File: src/rtl/mem_arb_pkg.sv
// mem_arb_pkg: shared state/owner types and constants for the two-port memory arbiter
package mem_arb_pkg;
    typedef enum logic {IDLE, BUSY} state_t;
    typedef enum logic {OWN_IF, OWN_LS} owner_t;
    localparam logic [3:0] BE_ALL = 4'hF;
endpackage

File: src/rtl/mem_arb_if.sv
// mem_arb_if: fetch, load/store and memory-macro signals of the memory arbiter
interface mem_arb_if #(parameter int AW = 13, parameter int DW = 32);
    logic          if_req;
    logic [AW-1:0] if_addr;
    logic          if_gnt;
    logic          if_rvalid;
    logic [DW-1:0] if_rdata;
    logic          ls_req;
    logic          ls_we;
    logic [3:0]    ls_be;
    logic [AW-1:0] ls_addr;
    logic [DW-1:0] ls_wdata;
    logic          ls_gnt;
    logic          ls_rvalid;
    logic [DW-1:0] ls_rdata;
    logic          mem_en;
    logic          mem_we;
    logic [3:0]    mem_be;
    logic [AW-1:0] mem_addr;
    logic [DW-1:0] mem_wdata;
    logic [DW-1:0] mem_rdata;
    modport slave (
        input  if_req, if_addr, ls_req, ls_we, ls_be, ls_addr, ls_wdata, mem_rdata,
        output if_gnt, if_rvalid, if_rdata, ls_gnt, ls_rvalid, ls_rdata,
               mem_en, mem_we, mem_be, mem_addr, mem_wdata
    );
    modport master (
        output if_req, if_addr, ls_req, ls_we, ls_be, ls_addr, ls_wdata, mem_rdata,
        input  if_gnt, if_rvalid, if_rdata, ls_gnt, ls_rvalid, ls_rdata,
               mem_en, mem_we, mem_be, mem_addr, mem_wdata
    );
endinterface

File: src/rtl/mem_arb_rr_arb2.sv
// rr_arb2: two-way round-robin picker, bit 0 = fetch, bit 1 = load/store
module rr_arb2
    import mem_arb_pkg::*;
(
    input  logic [1:0] req,
    input  owner_t     last,
    output logic [1:0] gnt
);
    always_comb gnt = &req ? (last == OWN_IF ? 2'b10 : 2'b01) : req;
endmodule

File: src/rtl/mem_arb.sv
// mem_arb: shares one fixed-latency single-port memory between fetch and load/store, round-robin
module mem_arb
    import mem_arb_pkg::*;
#(
    parameter int AW  = 13,
    parameter int DW  = 32,
    parameter int LAT = 2
) (
    input  logic     clk,
    input  logic     rst,
    mem_arb_if.slave bus
);
    localparam int CW = $clog2(LAT + 1);

    state_t        state;
    owner_t        owner;
    owner_t        last;
    logic [CW-1:0] cnt;
    logic          done;
    logic          ready;
    logic [1:0]    gnt;

    // the completing cycle also accepts the next transaction, so responses and grants can overlap
    assign done  = state == BUSY && cnt == CW'(1);
    assign ready = rst && (state == IDLE || done);

    rr_arb2 u_rr (
        .req  ({bus.ls_req, bus.if_req} & {2{ready}}),
        .last (last),
        .gnt  (gnt)
    );

    assign bus.if_gnt    = gnt[0];
    assign bus.ls_gnt    = gnt[1];
    assign bus.mem_en    = |gnt;
    assign bus.mem_we    = gnt[1] & bus.ls_we;
    assign bus.mem_be    = gnt[1] ? bus.ls_be : gnt[0] ? BE_ALL : 4'h0;
    assign bus.mem_addr  = gnt[1] ? bus.ls_addr : gnt[0] ? bus.if_addr : AW'(0);
    assign bus.mem_wdata = gnt[1] ? bus.ls_wdata : DW'(0);

    assign bus.if_rvalid = done && owner == OWN_IF;
    assign bus.ls_rvalid = done && owner == OWN_LS;
    assign bus.if_rdata  = bus.if_rvalid ? bus.mem_rdata : DW'(0);
    assign bus.ls_rdata  = bus.ls_rvalid ? bus.mem_rdata : DW'(0);

    always_ff @(posedge clk or negedge rst) begin
        if (!rst) begin
            state <= IDLE;
            cnt   <= '0;
            owner <= OWN_IF;
            last  <= OWN_IF;
        end else if (|gnt) begin
            state <= BUSY;
            cnt   <= CW'(LAT);
            owner <= owner_t'(gnt[1]);
            last  <= owner_t'(gnt[1]);
        end else if (state == BUSY) begin
            state <= done ? IDLE : BUSY;
            cnt   <= cnt - CW'(1);
        end
    end
endmodule
File: src/flat_wrapper.sv
// flat-port wrapper written by rule: the top's interface ports become plain ports
module mem_arb_flat import mem_arb_pkg::*;
#(
    parameter int AW  = 13,
    parameter int DW  = 32,
    parameter int LAT = 2
)
  (clk, rst, bus_if_req, bus_if_addr, bus_ls_req, bus_ls_we, bus_ls_be, bus_ls_addr, bus_ls_wdata, bus_mem_rdata, bus_if_gnt, bus_if_rvalid, bus_if_rdata, bus_ls_gnt, bus_ls_rvalid, bus_ls_rdata, bus_mem_en, bus_mem_we, bus_mem_be, bus_mem_addr, bus_mem_wdata);
  mem_arb_if #(.AW(AW), .DW(DW)) bus_i ();
  input  logic clk;
  input  logic rst;
  input wire logic [$bits(bus_i.if_req)-1:0] bus_if_req;
  input wire logic [$bits(bus_i.if_addr)-1:0] bus_if_addr;
  input wire logic [$bits(bus_i.ls_req)-1:0] bus_ls_req;
  input wire logic [$bits(bus_i.ls_we)-1:0] bus_ls_we;
  input wire logic [$bits(bus_i.ls_be)-1:0] bus_ls_be;
  input wire logic [$bits(bus_i.ls_addr)-1:0] bus_ls_addr;
  input wire logic [$bits(bus_i.ls_wdata)-1:0] bus_ls_wdata;
  input wire logic [$bits(bus_i.mem_rdata)-1:0] bus_mem_rdata;
  output wire logic [$bits(bus_i.if_gnt)-1:0] bus_if_gnt;
  output wire logic [$bits(bus_i.if_rvalid)-1:0] bus_if_rvalid;
  output wire logic [$bits(bus_i.if_rdata)-1:0] bus_if_rdata;
  output wire logic [$bits(bus_i.ls_gnt)-1:0] bus_ls_gnt;
  output wire logic [$bits(bus_i.ls_rvalid)-1:0] bus_ls_rvalid;
  output wire logic [$bits(bus_i.ls_rdata)-1:0] bus_ls_rdata;
  output wire logic [$bits(bus_i.mem_en)-1:0] bus_mem_en;
  output wire logic [$bits(bus_i.mem_we)-1:0] bus_mem_we;
  output wire logic [$bits(bus_i.mem_be)-1:0] bus_mem_be;
  output wire logic [$bits(bus_i.mem_addr)-1:0] bus_mem_addr;
  output wire logic [$bits(bus_i.mem_wdata)-1:0] bus_mem_wdata;
  assign bus_i.if_req = bus_if_req;
  assign bus_i.if_addr = bus_if_addr;
  assign bus_i.ls_req = bus_ls_req;
  assign bus_i.ls_we = bus_ls_we;
  assign bus_i.ls_be = bus_ls_be;
  assign bus_i.ls_addr = bus_ls_addr;
  assign bus_i.ls_wdata = bus_ls_wdata;
  assign bus_i.mem_rdata = bus_mem_rdata;
  assign bus_if_gnt = bus_i.if_gnt;
  assign bus_if_rvalid = bus_i.if_rvalid;
  assign bus_if_rdata = bus_i.if_rdata;
  assign bus_ls_gnt = bus_i.ls_gnt;
  assign bus_ls_rvalid = bus_i.ls_rvalid;
  assign bus_ls_rdata = bus_i.ls_rdata;
  assign bus_mem_en = bus_i.mem_en;
  assign bus_mem_we = bus_i.mem_we;
  assign bus_mem_be = bus_i.mem_be;
  assign bus_mem_addr = bus_i.mem_addr;
  assign bus_mem_wdata = bus_i.mem_wdata;
  mem_arb #(.AW(AW), .DW(DW), .LAT(LAT)) u_core (.clk(clk), .rst(rst), .bus(bus_i));
endmodule
File: config.mk
export PLATFORM = sky130hd
export DESIGN_NAME = mem_arb_flat
export DESIGN_NICKNAME = d
export VERILOG_FILES = /design/src/rtl/mem_arb_pkg.sv /design/src/rtl/mem_arb_if.sv /design/src/rtl/mem_arb_rr_arb2.sv /design/src/rtl/mem_arb.sv /design/src/flat_wrapper.sv
export SDC_FILE = /design/constraint.sdc
export NUM_CORES = 1
export LEC_CHECK = 0
export CAP_MARGIN = 20
export CORE_AREA = 5 5 82 84
export DETAILED_ROUTE_END_ITERATION = 6
export DIE_AREA = 0 0 87 89
export DONT_BUFFER_PORTS = 1
export MAX_ROUTING_LAYER = met4
export PLACE_DENSITY = 0.33
export SYNTH_ARGS = -nofsm -noshare
export SYNTH_HDL_FRONTEND = slang
export SYNTH_SLANG_ARGS = --single-unit
File: constraint.sdc
create_clock -name clk -period 1.59 [get_ports clk]
set_input_delay 0.0795 -clock clk [delete_from_list [all_inputs] [get_ports clk]]
set_output_delay 0.0795 -clock clk [all_outputs]
set_load 0.02 [all_outputs]
==> flow_summary.json, run 1 <==
{
  "rsz0062_at_grt": "true",
  "drt_wl_total_microns": 5940,
  "ys_seq_elements": 4,
  "dp_hpwl_microns": 4280,
  "yosysTopAreaCell": "and2_1",
  "io_pins": 218,
  "fillers": 612,
  "fin_crit_ps": 1680,
  "dieHeight_microns": 89,
  "cts_buffer_depth": 2,
  "cts_buffers": 3,
  "drcViolationCount": 0,
  "worst-path-max-fanout": 5,
  "tightest_slew_ps": 254,
  "skew_ps": 1.66,
  "cp.required_ps": 1510,
  "ys.flop_type": "dfrtp_1",
  "maxCapViolCount": 0,
  "vias": 1246,
  "seq_area_frac_synth": 0.0917,
  "drive_gt1_frac": 0.886,
  "grt_start_max_net_pins": 34,
  "cellPowerDensity_nw_per_um2": 1330,
  "fin_nets": 268,
  "vias_per_cell": 5.17,
  "die_w_microns": 87,
  "synthTopCellsByArea": "and2_1 (56%), a22o_1 (10%), dfrtp_1 (9.2%), buf_6 (8.3%), a21o_1 (2.8%)",
  "setup_ws_ps": -90.0,
  "drt_first_iter_violations": 14,
  "hold_class": "in2reg",
  "post-route-util": 0.324,
  "clk_pin_slew_ps": 30,
  "yosys.area.top_type_share": 0.556,
  "clock.fmax_mhz": 595,
  "cp-start-kind": "register",
  "violations": "setup timing",
  "drv_slew": 0,
  "root_buffer": "clkbuf_8",
  "cp-end-kind": "output pin",
  "ys_warn_count": 0,
  "gp_congestion": 0.726,
  "syn_to_final_growth_pct": 73.5,
  "synthesis.area_sq_um": 1090,
  "crit_type": "reg2out",
  "ir_drop_mv": 0.407,
  "num_antenna_cells": 0,
  "synth_cells": 152,
  "grt.overflow.total": 0,
  "portBuffers": 0,
  "synth-edff-count": 0,
  "synth_nets": 252,
  "core_sq_um": 5850,
  "status": "finished, violations left",
  "synth_area_per_cell_sq_um": 7.18,
  "routedWlPerCell_microns": 24.6,
  "worstRegToRegCells": 6,
  "synth_cell_types": 18,
  "grt_pass1_wl_microns": 6640,
  "cts_sinks": 4,
  "drt_pre_antenna_iters": 4,
  "grt_pass1_vias": 1306,
  "rows": 28,
  "grt_usage": 0.112,
  "synthArstFlopShare": 1.00,
  "clock_latency_ps": 220,
  "h-tree-depth": 1,
  "slew_headroom": 0.830,
  "period_share": 1.06,
  "power.leakage_uw": 0.000893,
  "antenna_left": 0,
  "tritoncts": "done",
  "arrival_ps": 1600,
  "initial_utilization": 0.186,
  "final_hold_viol_count": 0,
  "whs_path_depth": 1,
  "tns_ps": -3270,
  "setup_violations": 85,
  "grt_antenna_before_repair": 0,
  "fp.dieArea_sq_um": 7740
}
==> area by class of cell <==
cell class	instances	area [sq um]	area share
Multi-Input combinational cell	131	1280	0.677
Timing Repair Buffer	24	360	0.190
Sequential cell	4	100	0.0529
Tap cell	75	93.8	0.0496
Clock buffer	3	41.3	0.0218
Inverter	4	15.0	0.00793
==> per-layer routing <==
metal  routed length [microns]  vias to the layer above  global-route usage
met2                      3390                      144               0.222
met5                         0                        -                   -
met1                      1690                      576               0.108
li1                          -                      518                   -
met3                       753                        8              0.0203
met4                       108                        0              0.0411
==> registers in the layout, summed over array words and instances, names as in the netlist <==
name / count
u_core.cnt: 2
u_core.owner: 1
u_core.state: 1
==> worst max-delay path, stage by stage, from the launching register on <==
cell	delay [ps]
dfrtp_1	400
ha_4	170
nand2b_4	150
and4_4	230
clkbuf_16	170
a22o_4	250
==> logic make-up after synthesis <==
| family | after synthesis | synth area share |
|---|---|---|
| and+or+nand+nor | 106 | 0.599 |
| AOI/OAI and AO/OA | 22 | 0.171 |
| buffers and inverters | 18 | 0.119 |
| DFF | 4 | 0.0917 |
| xor gates and xnor gates | 1 | 0.00803 |
| adders and majority gates | 1 | 0.0115 |
==> where the power goes <==
part	internal (uW)	total, uW	leakage [uW]	switching, uW
sequential	157	223	0.0000468	65.9
clock	161	212	0.0000216	50.4
combinational	966	2080	0.000825	1120
==> timing repair <==
| item | CTS | global route |
|---|---|---|
| gates cloned | 2 | 9 |
| pin swaps | 7 | 31 |
| endpoints found under the hold margin | 4 | 0 |
| endpoints found under the setup margin | 84 | 117 |
| resized for setup | 127 | 104 |
| buffers inserted | 1 | 2 |
| hold buffers | 1 | 0 |
==> synthesized netlist by cell type (2+ instances only) <==
| cell type | count |
|---|---|
| nor2_1 | 3 |
| o211ai_1 | 2 |
| and2_1 | 97 |
| buf_2 | 2 |
| nand2_1 | 4 |
| buf_6 | 8 |
| inv_1 | 4 |
| clkbuf_1 | 4 |
| dfrtp_1 | 4 |
| a22o_1 | 13 |
| a21o_1 | 4 |
==> cells in the final DEF, fill, tap and decap left out <==
cell type	count
o2111a_1	1
buf_12	4
dlygate4sd3_1	1
and2_2	7
ha_4	1
clkbuf_8	3
nand2b_4	1
a22o_4	13
buf_16	1
and4_4	2
a21o_4	4
a41o_1	1
dfrtp_1	4
buf_6	10
and2_4	90
nor2_4	2
clkbuf_16	4
nor2_1	1
nand2_1	4
a31oi_1	1
inv_1	3
buf_4	4
inv_2	1
xnor2_1	1
o211ai_1	2
==> metrics by stage <==
stage	cell area [sq um]	worst slack (ps)	std cells	total power (uW)	hold WS (ps)
5_1_grt	1890	-135	241	2660	37.7
4_1_cts	1570	-74.2	230	2110	28.6
2_1_floorplan	1090	34.4	152	1350	-216
6_report	1890	-90.0	241	2520	31.9
3_5_place_dp	1190	89.4	223	1550	-216
3_3_place_gp	1190	95.4	223	1570	-216
==> worst paths after layout <==
path                                                start                   endpoint  slack (ps)
worst max-delay path            u_core.cnt[0]$_DFFE_PN0P_            bus_mem_addr[1]         -90
worst max register to register  u_core.cnt[0]$_DFFE_PN0P_  u_core.cnt[1]$_DFFE_PN0P_         210
worst min register to register     u_core.state$_DFF_PN0_  u_core.cnt[1]$_DFFE_PN0P_         630
worst min-delay path                           bus_ls_req   u_core.owner$_DFFE_PN0P_          30
min in group asynchronous                             rst     u_core.state$_DFF_PN0_         140
max in group asynchronous                             rst   u_core.owner$_DFFE_PN0P_        1270
Power figures use the tool's default switching activity.
==> run 2: changes to the inputs <==
--- a/config.mk
+++ b/config.mk
@@ -6,12 +6,14 @@
 export NUM_CORES = 1
 export LEC_CHECK = 0
 export CAP_MARGIN = 20
+export CELL_PAD_IN_SITES_DETAIL_PLACEMENT = 0
+export CELL_PAD_IN_SITES_GLOBAL_PLACEMENT = 2
 export CORE_AREA = 5 5 82 84
 export DETAILED_ROUTE_END_ITERATION = 6
 export DIE_AREA = 0 0 87 89
 export DONT_BUFFER_PORTS = 1
 export MAX_ROUTING_LAYER = met4
-export PLACE_DENSITY = 0.33
+export PLACE_DENSITY = 0.67
 export SYNTH_ARGS = -nofsm -noshare
 export SYNTH_HDL_FRONTEND = slang
 export SYNTH_SLANG_ARGS = --single-unit
==> run 2 against run 1 <==
Against the previous run: the flow still finishes with violations (setup timing); utilization shrank 3.6 points; clock skew about the same; count of clock-buffer cells in the layout is the same; total power decreased by 12%; sequential power hardly changed; flip-flop and latch count unchanged; clock power about the same; hold slack lost 8.4 ps; sequential share of layout area rose by 0.66 points; critical path depth unchanged; non-clock buffer count down 7; via count down 6.1%; critical path type unchanged; largest cell class unchanged.
==> flow_summary.json, run 2 (synthesized netlist as in run 1, its figures left out) <==
{
  "drv_slew": 0,
  "cp-end-kind": "output pin",
  "dpl_worst_slack_ps": 78.3,
  "syn_to_final_growth_pct": 54.1,
  "reg.largest.list": "u_core.cnt (2), u_core.owner (1), u_core.state (1)",
  "gp_congestion": 0.706,
  "violations": "setup timing",
  "min_to": "u_core.owner$_DFFE_PN0P_",
  "switching_power_uw": 1140,
  "die_w_microns": 87,
  "setup_ws_ps": -86.5,
  "cts_sinks": 4,
  "grt_pass1_wl_microns": 6420,
  "grt.overflow.total": 0,
  "tightest_slew_ps": 275,
  "skew_ps": 1.59,
  "rows": 28,
  "grt_usage": 0.109,
  "cts_buffers": 3,
  "setup_violations": 51,
  "power_frac_comb": 0.804,
  "core_sq_um": 5850,
  "p_clk_frac": 0.096,
  "io_pins": 218,
  "cp-start-kind": "register",
  "fin_crit_ps": 1680,
  "dp_hpwl_microns": 3880,
  "dp_cells": 221,
  "slew_headroom": 0.816,
  "dieHeight_microns": 89,
  "clock.fmax_mhz": 596,
  "top_register": "u_core.cnt",
  "internal-power_uw": 1080,
  "fin_nets": 260,
  "vias_per_cell": 5.02,
  "final_hold_viol_count": 0,
  "routedWlPerCell_microns": 22.4,
  "ir_drop_mv": 0.452,
  "arrival_ps": 1600,
  "drt_first_iter_violations": 8,
  "slowest_delay_ps": 400,
  "h-tree-depth": 1,
  "p_sw_frac": 0.513,
  "drt_wl_total_microns": 5220,
  "worstRegToRegCells": 6,
  "grt_antenna_before_repair": 0,
  "vias": 1170,
  "portBuffers": 0,
  "hp-start": "bus_ls_req",
  "period_share": 1.05,
  "whs_path_depth": 1,
  "most-common-layout-cells": "and2_2 (63), and2_4 (34), a22o_4 (13)",
  "rsz0062_at_grt": "true",
  "cts_buffer_depth": 2,
  "hold_class": "in2reg",
  "initial_utilization": 0.186,
  "status": "finished, violations left",
  "crit_slowest_cell": "dfrtp_1",
  "total_power_uw": 2220,
  "cp.required_ps": 1510,
  "worst-path-max-fanout": 6,
  "drt_pre_antenna_iters": 3,
  "antenna_left": 0,
  "fin_cells": 233,
  "maxCapViolCount": 0,
  "clock_latency_ps": 220,
  "post-route-util": 0.287,
  "power.leakage_uw": 0.000796,
  "grt_start_max_net_pins": 34,
  "seqPwrFrac": 0.100,
  "layout_commonest_cell": "and2_2",
  "root_buffer": "clkbuf_8",
  "crit_chain": "ha_4 > nand2b_4 > and4_4 > clkbuf_16 > a22o_4",
  "largest_reg_flops": 2,
  "r2r_setup_slack_ps": 220,
  "cellPowerDensity_nw_per_um2": 1320,
  "fp.dieArea_sq_um": 7740,
  "crit_type": "reg2out",
  "drive_gt1_frac": 0.880,
  "drcViolationCount": 0,
  "clk_pin_slew_ps": 30,
  "timing.rr.end": "u_core.cnt[1]$_DFFE_PN0P_",
  "grt_pass1_vias": 1318,
  "num_antenna_cells": 0,
  "tritoncts": "done",
  "rr_startpoint": "u_core.cnt[0]$_DFFE_PN0P_"
}
[run 2: cell count changes in the layout (fill, tap and decap cells not counted), sizes merged]
cell / before / now
buf: 19 / 15
clkbuf: 7 / 4
and4: 2 / 1
[run 2: layout make-up]
type | count | area, sq um
flip-flops and latches | 4 | 100
inverters | 4 | 15.0
fillers | 592 | 4170
well taps | 75 | 93.8
multi-input cells | 130 | 1190
clock buffers | 3 | 41.3
repair buffers | 17 | 240
[run 2: worst max-delay path by stage]
| stage | startpoint | to | slack (ps) | depth (start not counted) |
|---|---|---|---|---|
| floorplan | u_core.cnt[0]$_DFFE_PN0P_ | bus_mem_addr[10] | 30 | 6 |
| global placement | u_core.cnt[1]$_DFFE_PN0P_ | bus_mem_wdata[1] | 80 | 6 |
| finish | u_core.cnt[0]$_DFFE_PN0P_ | bus_mem_addr[12] | -90 | 5 |
| CTS | u_core.cnt[1]$_DFFE_PN0P_ | bus_mem_wdata[9] | -120 | 7 |
| detailed placement | u_core.cnt[1]$_DFFE_PN0P_ | bus_mem_addr[8] | 80 | 6 |
| global route | u_core.cnt[1]$_DFFE_PN0P_ | bus_mem_wdata[16] | -140 | 6 |
[run 2: critical path: cells and delay by family (launching register included)]
kind / cells / cell delay [ps]
buf+inv: 1 / 180
compound gates: 1 / 250
flops: 1 / 400
fa+ha+maj: 1 / 180
simple gates: 2 / 370
[run 2: through the flow]
stage / setup TNS (ps) / cell area, sq um / hold WS [ps]
finish: -3640 / 1680 / 23.4
global route: -6640 / 1680 / 23.2
CTS: -2970 / 1600 / 21.5
detailed placement: 0 / 1180 / -216
global placement: 0 / 1180 / -216
floorplan: 0 / 1090 / -216
[run 2: repair_timing]
item,in CTS,in global routing
gates cloned,3,2
endpoints found under the setup margin,54,117
resized for setup,98,69
pin swaps,3,15
hold endpoints to repair,4,0
hold buffers,1,0
setup buffers,4,1
[run 2: per-layer routing]
| layer | track usage | part of all wire | vias to the layer above |
|---|---|---|---|
| met3 | 0.0249 | 0.12 | 4 |
| li1 | - | - | 504 |
| met5 | - | 0 | - |
| met4 | 0.0297 | 0.0073 | 0 |
| met1 | 0.108 | 0.32 | 530 |
| met2 | 0.211 | 0.56 | 132 |
[run 2: power by group through the flow]
stage               Clock, uW  Combinational (uW)  Sequential [uW]
floorplan                   0                1160              194
finish                    213                1790              222
detailed placement          0                1340              209
global route              229                1910              232
global placement            0                1350              206
CTS                       217                1740              219
==> run 3: changes to the inputs <==
--- a/config.mk
+++ b/config.mk
@@ -16,4 +16,5 @@
 export PLACE_DENSITY = 0.67
 export SYNTH_ARGS = -nofsm -noshare
 export SYNTH_HDL_FRONTEND = slang
+export SYNTH_HIERARCHICAL = 1
 export SYNTH_SLANG_ARGS = --single-unit
==> run 3 against run 2 <==
Against the previous run: the run still ends with setup timing left; total power grew 18%; routed wire length grew 15%; combinational power grew 22%; non-clock buffer count grew 10; count of clock-buffer cells in the layout did not move; final cell count is 6.9% higher; critical path type unchanged; largest cell class unchanged; largest power group unchanged; highest routed layer unchanged.
==> flow_summary.json, run 3 <==
{
  "tritoncts": "done",
  "seqPwrFrac": 0.088,
  "largest_reg_flops": 2,
  "grt_antenna_before_repair": 0,
  "fin_crit_ps": 1960,
  "total_power_uw": 2630,
  "ys_warn_count": 6,
  "synthArstFlopShare": 1.00,
  "cp.required_ps": 1510,
  "portBuffers": 0,
  "maxCapViolCount": 0,
  "cp-start-kind": "register",
  "crit_top_cell": "buf_6",
  "ys_seq_elements": 4,
  "yosys.area.top_type_share": 0.548,
  "seqCellArea_sq_um": 100,
  "cp_top_family": "compound AO/OA/AOI/OAI gates",
  "routedWlPerCell_microns": 24.2,
  "dp_hpwl_microns": 4430,
  "grt_start_max_net_pins": 33,
  "synth-edff-count": 0,
  "vias_per_cell": 5.02,
  "cts_sinks": 4,
  "ir_drop_mv": 0.682,
  "reg.largest.list": "u_core/cnt (2), u_core/owner (1), u_core/state (1)",
  "crit_type": "reg2out",
  "rows": 28,
  "critPathBufInv": 3,
  "synth_area_per_cell_sq_um": 7.09,
  "layout_commonest_cell": "and2_4",
  "ys_top_cells_by_count": "and2_1 (95), a22o_1 (13), buf_4 (5)",
  "crit_slowest_cell": "dfrtp_1",
  "hold_class": "in2async",
  "initial_utilization": 0.185,
  "dp_cells": 229,
  "drv_slew": 0,
  "synthesis.area_sq_um": 1080,
  "root_buffer": "clkbuf_8",
  "grt_usage": 0.115,
  "switching_power_uw": 1330,
  "synth_nets": 253,
  "most-common-layout-cells": "and2_4 (68), and2_2 (27), buf_4 (14)",
  "h-tree-depth": 1,
  "grt_pass1_vias": 1152,
  "grt_pass1_wl_microns": 6510,
  "drt_wl_total_microns": 6020,
  "cellPowerDensity_nw_per_um2": 1410,
  "period_share": 1.23,
  "multi_input_area_sq_um": 1340,
  "clock_latency_ps": 220,
  "clk_pin_slew_ps": 30,
  "yosysTopAreaCell": "and2_1",
  "core_sq_um": 5850,
  "drive_gt1_frac": 0.920,
  "internal-power_uw": 1300,
  "setup_ws_ps": -371,
  "synthTopCellsByArea": "and2_1 (55%), a22o_1 (10%), dfrtp_1 (9.2%), buf_6 (4.2%), buf_4 (3.5%)",
  "fin_cells": 249,
  "power.leakage_uw": 0.000904,
  "synth_cell_types": 24,
  "io_pins": 218,
  "clock.fmax_mhz": 510,
  "seq_area_frac_synth": 0.0923,
  "synth_cells": 153,
  "rsz0062_at_grt": "true",
  "skew_ps": 2.01,
  "dieHeight_microns": 89,
  "gp_congestion": 0.704,
  "slew_headroom": 0.751,
  "power_frac_comb": 0.828,
  "vias": 1249,
  "synth_most_common_cell": "and2_1",
  "final_hold_viol_count": 0,
  "p_clk_frac": 0.083,
  "fillers": 606,
  "syn_to_final_growth_pct": 72.2,
  "drt_first_iter_violations": 14,
  "drcViolationCount": 0,
  "fp.dieArea_sq_um": 7740,
  "tightest_slew_ps": 374,
  "cp-end-kind": "output pin",
  "arrival_ps": 1880,
  "num_antenna_cells": 0,
  "cts_buffer_depth": 2,
  "grt.overflow.total": 0,
  "violations": "setup timing",
  "p_sw_frac": 0.506,
  "antenna_left": 0,
  "crit_chain": "inv_2 > ha_4 > nand2b_4 > and3_4 > a21boi_4 > nor2b_4 > buf_6 > buf_6 > a22o_4",
  "status": "finished, violations left",
  "setup_violations": 116,
  "die_w_microns": 87,
  "cts_buffers": 3,
  "drt_pre_antenna_iters": 2,
  "top_register": "u_core/cnt",
  "fin_nets": 276,
  "worst-path-max-fanout": 5,
  "slowest_delay_ps": 360,
  "ys.flop_type": "dfrtp_1"
}
run 3: routing by layer:
metal,vias to the layer above,share of wire,track usage
met3,4,0.13,0.0286
li1,540,-,-
met5,-,0,-
met1,572,0.30,0.102
met2,133,0.57,0.239
met4,0,0.0063,0.0255
run 3: path summary, 6_finish.rpt:
path,from,end,slack [ps],cells after the start
worst max-delay path,u_core/cnt[1]$_DFFE_PN0P_,bus_mem_addr[10],-370,9
worst min-delay path,rst,u_core/state$_DFF_PN0_,150,1
worst max register to register,u_core/cnt[1]$_DFFE_PN0P_,u_core/owner$_DFFE_PN0P_,-60,8
worst min register to register,u_core/state$_DFF_PN0_,u_core/state$_DFF_PN0_,530,2
max in group asynchronous,rst,u_core/cnt[1]$_DFFE_PN0P_,1250,1
min in group clk,bus_if_addr[10],bus_mem_addr[10],280,1
run 3: logic make-up (layout without fill, tap and decap cells):
family,count (synthesis),in the layout,share of synthesized area
compound gates,21,21,0.160
flops,4,4,0.0923
buf+inv,18,34,0.108
xor+xnor,1,1,0.00808
fa+ha+maj,1,1,0.0115
simple gates,108,113,0.619
run 3: worst register-to-register path: stages (launching register included):
cell	delay (ps)
dfrtp_1	360
inv_2	70
ha_4	130
nand2b_4	120
and3_4	190
a21boi_4	230
buf_4	190
buf_12	160
o21bai_1	120
run 3: cell type report:
cell class                      instances  area share
Tap cell                               75      0.0502
Inverter                                4     0.00804
Multi-Input combinational cell        136       0.715
Clock buffer                            3      0.0221
Sequential cell                         4      0.0536
Timing Repair Buffer                   27       0.151
run 3: through the flow:
step | util | setup TNS, ps | area [sq um] | worst slack, ps | hold slack, ps
2_1_floorplan | - | -13540 | 1230 | -366 | -216
3_3_place_gp | 0.232 | -4650 | 1360 | -225 | -216
3_5_place_dp | 0.232 | -6750 | 1360 | -274 | -216
6_report | 0.319 | -23320 | 1870 | -371 | 152
4_1_cts | 0.281 | -24120 | 1640 | -384 | 147
5_1_grt | 0.319 | -30860 | 1870 | -450 | 171
run 3: timing repair:
item | 4_1_cts | 5_1_grt
setup endpoints to repair | 117 | 120
gates cloned | 2 | 6
hold buffers | 1 | 0
pin swaps | 6 | 18
buffers inserted | 2 | 7
gates resized for setup | 100 | 61
endpoints found under the hold margin | 4 | 0
run 3: power by group through the flow:
stage / Clock (uW) / Sequential [uW] / Combinational [uW]
5_1_grt: 233 / 243 / 2300
3_5_place_dp: 0 / 206 / 1570
2_1_floorplan: 0 / 214 / 1330
6_report: 219 / 233 / 2180
3_3_place_gp: 0 / 206 / 1570
4_1_cts: 226 / 214 / 1820
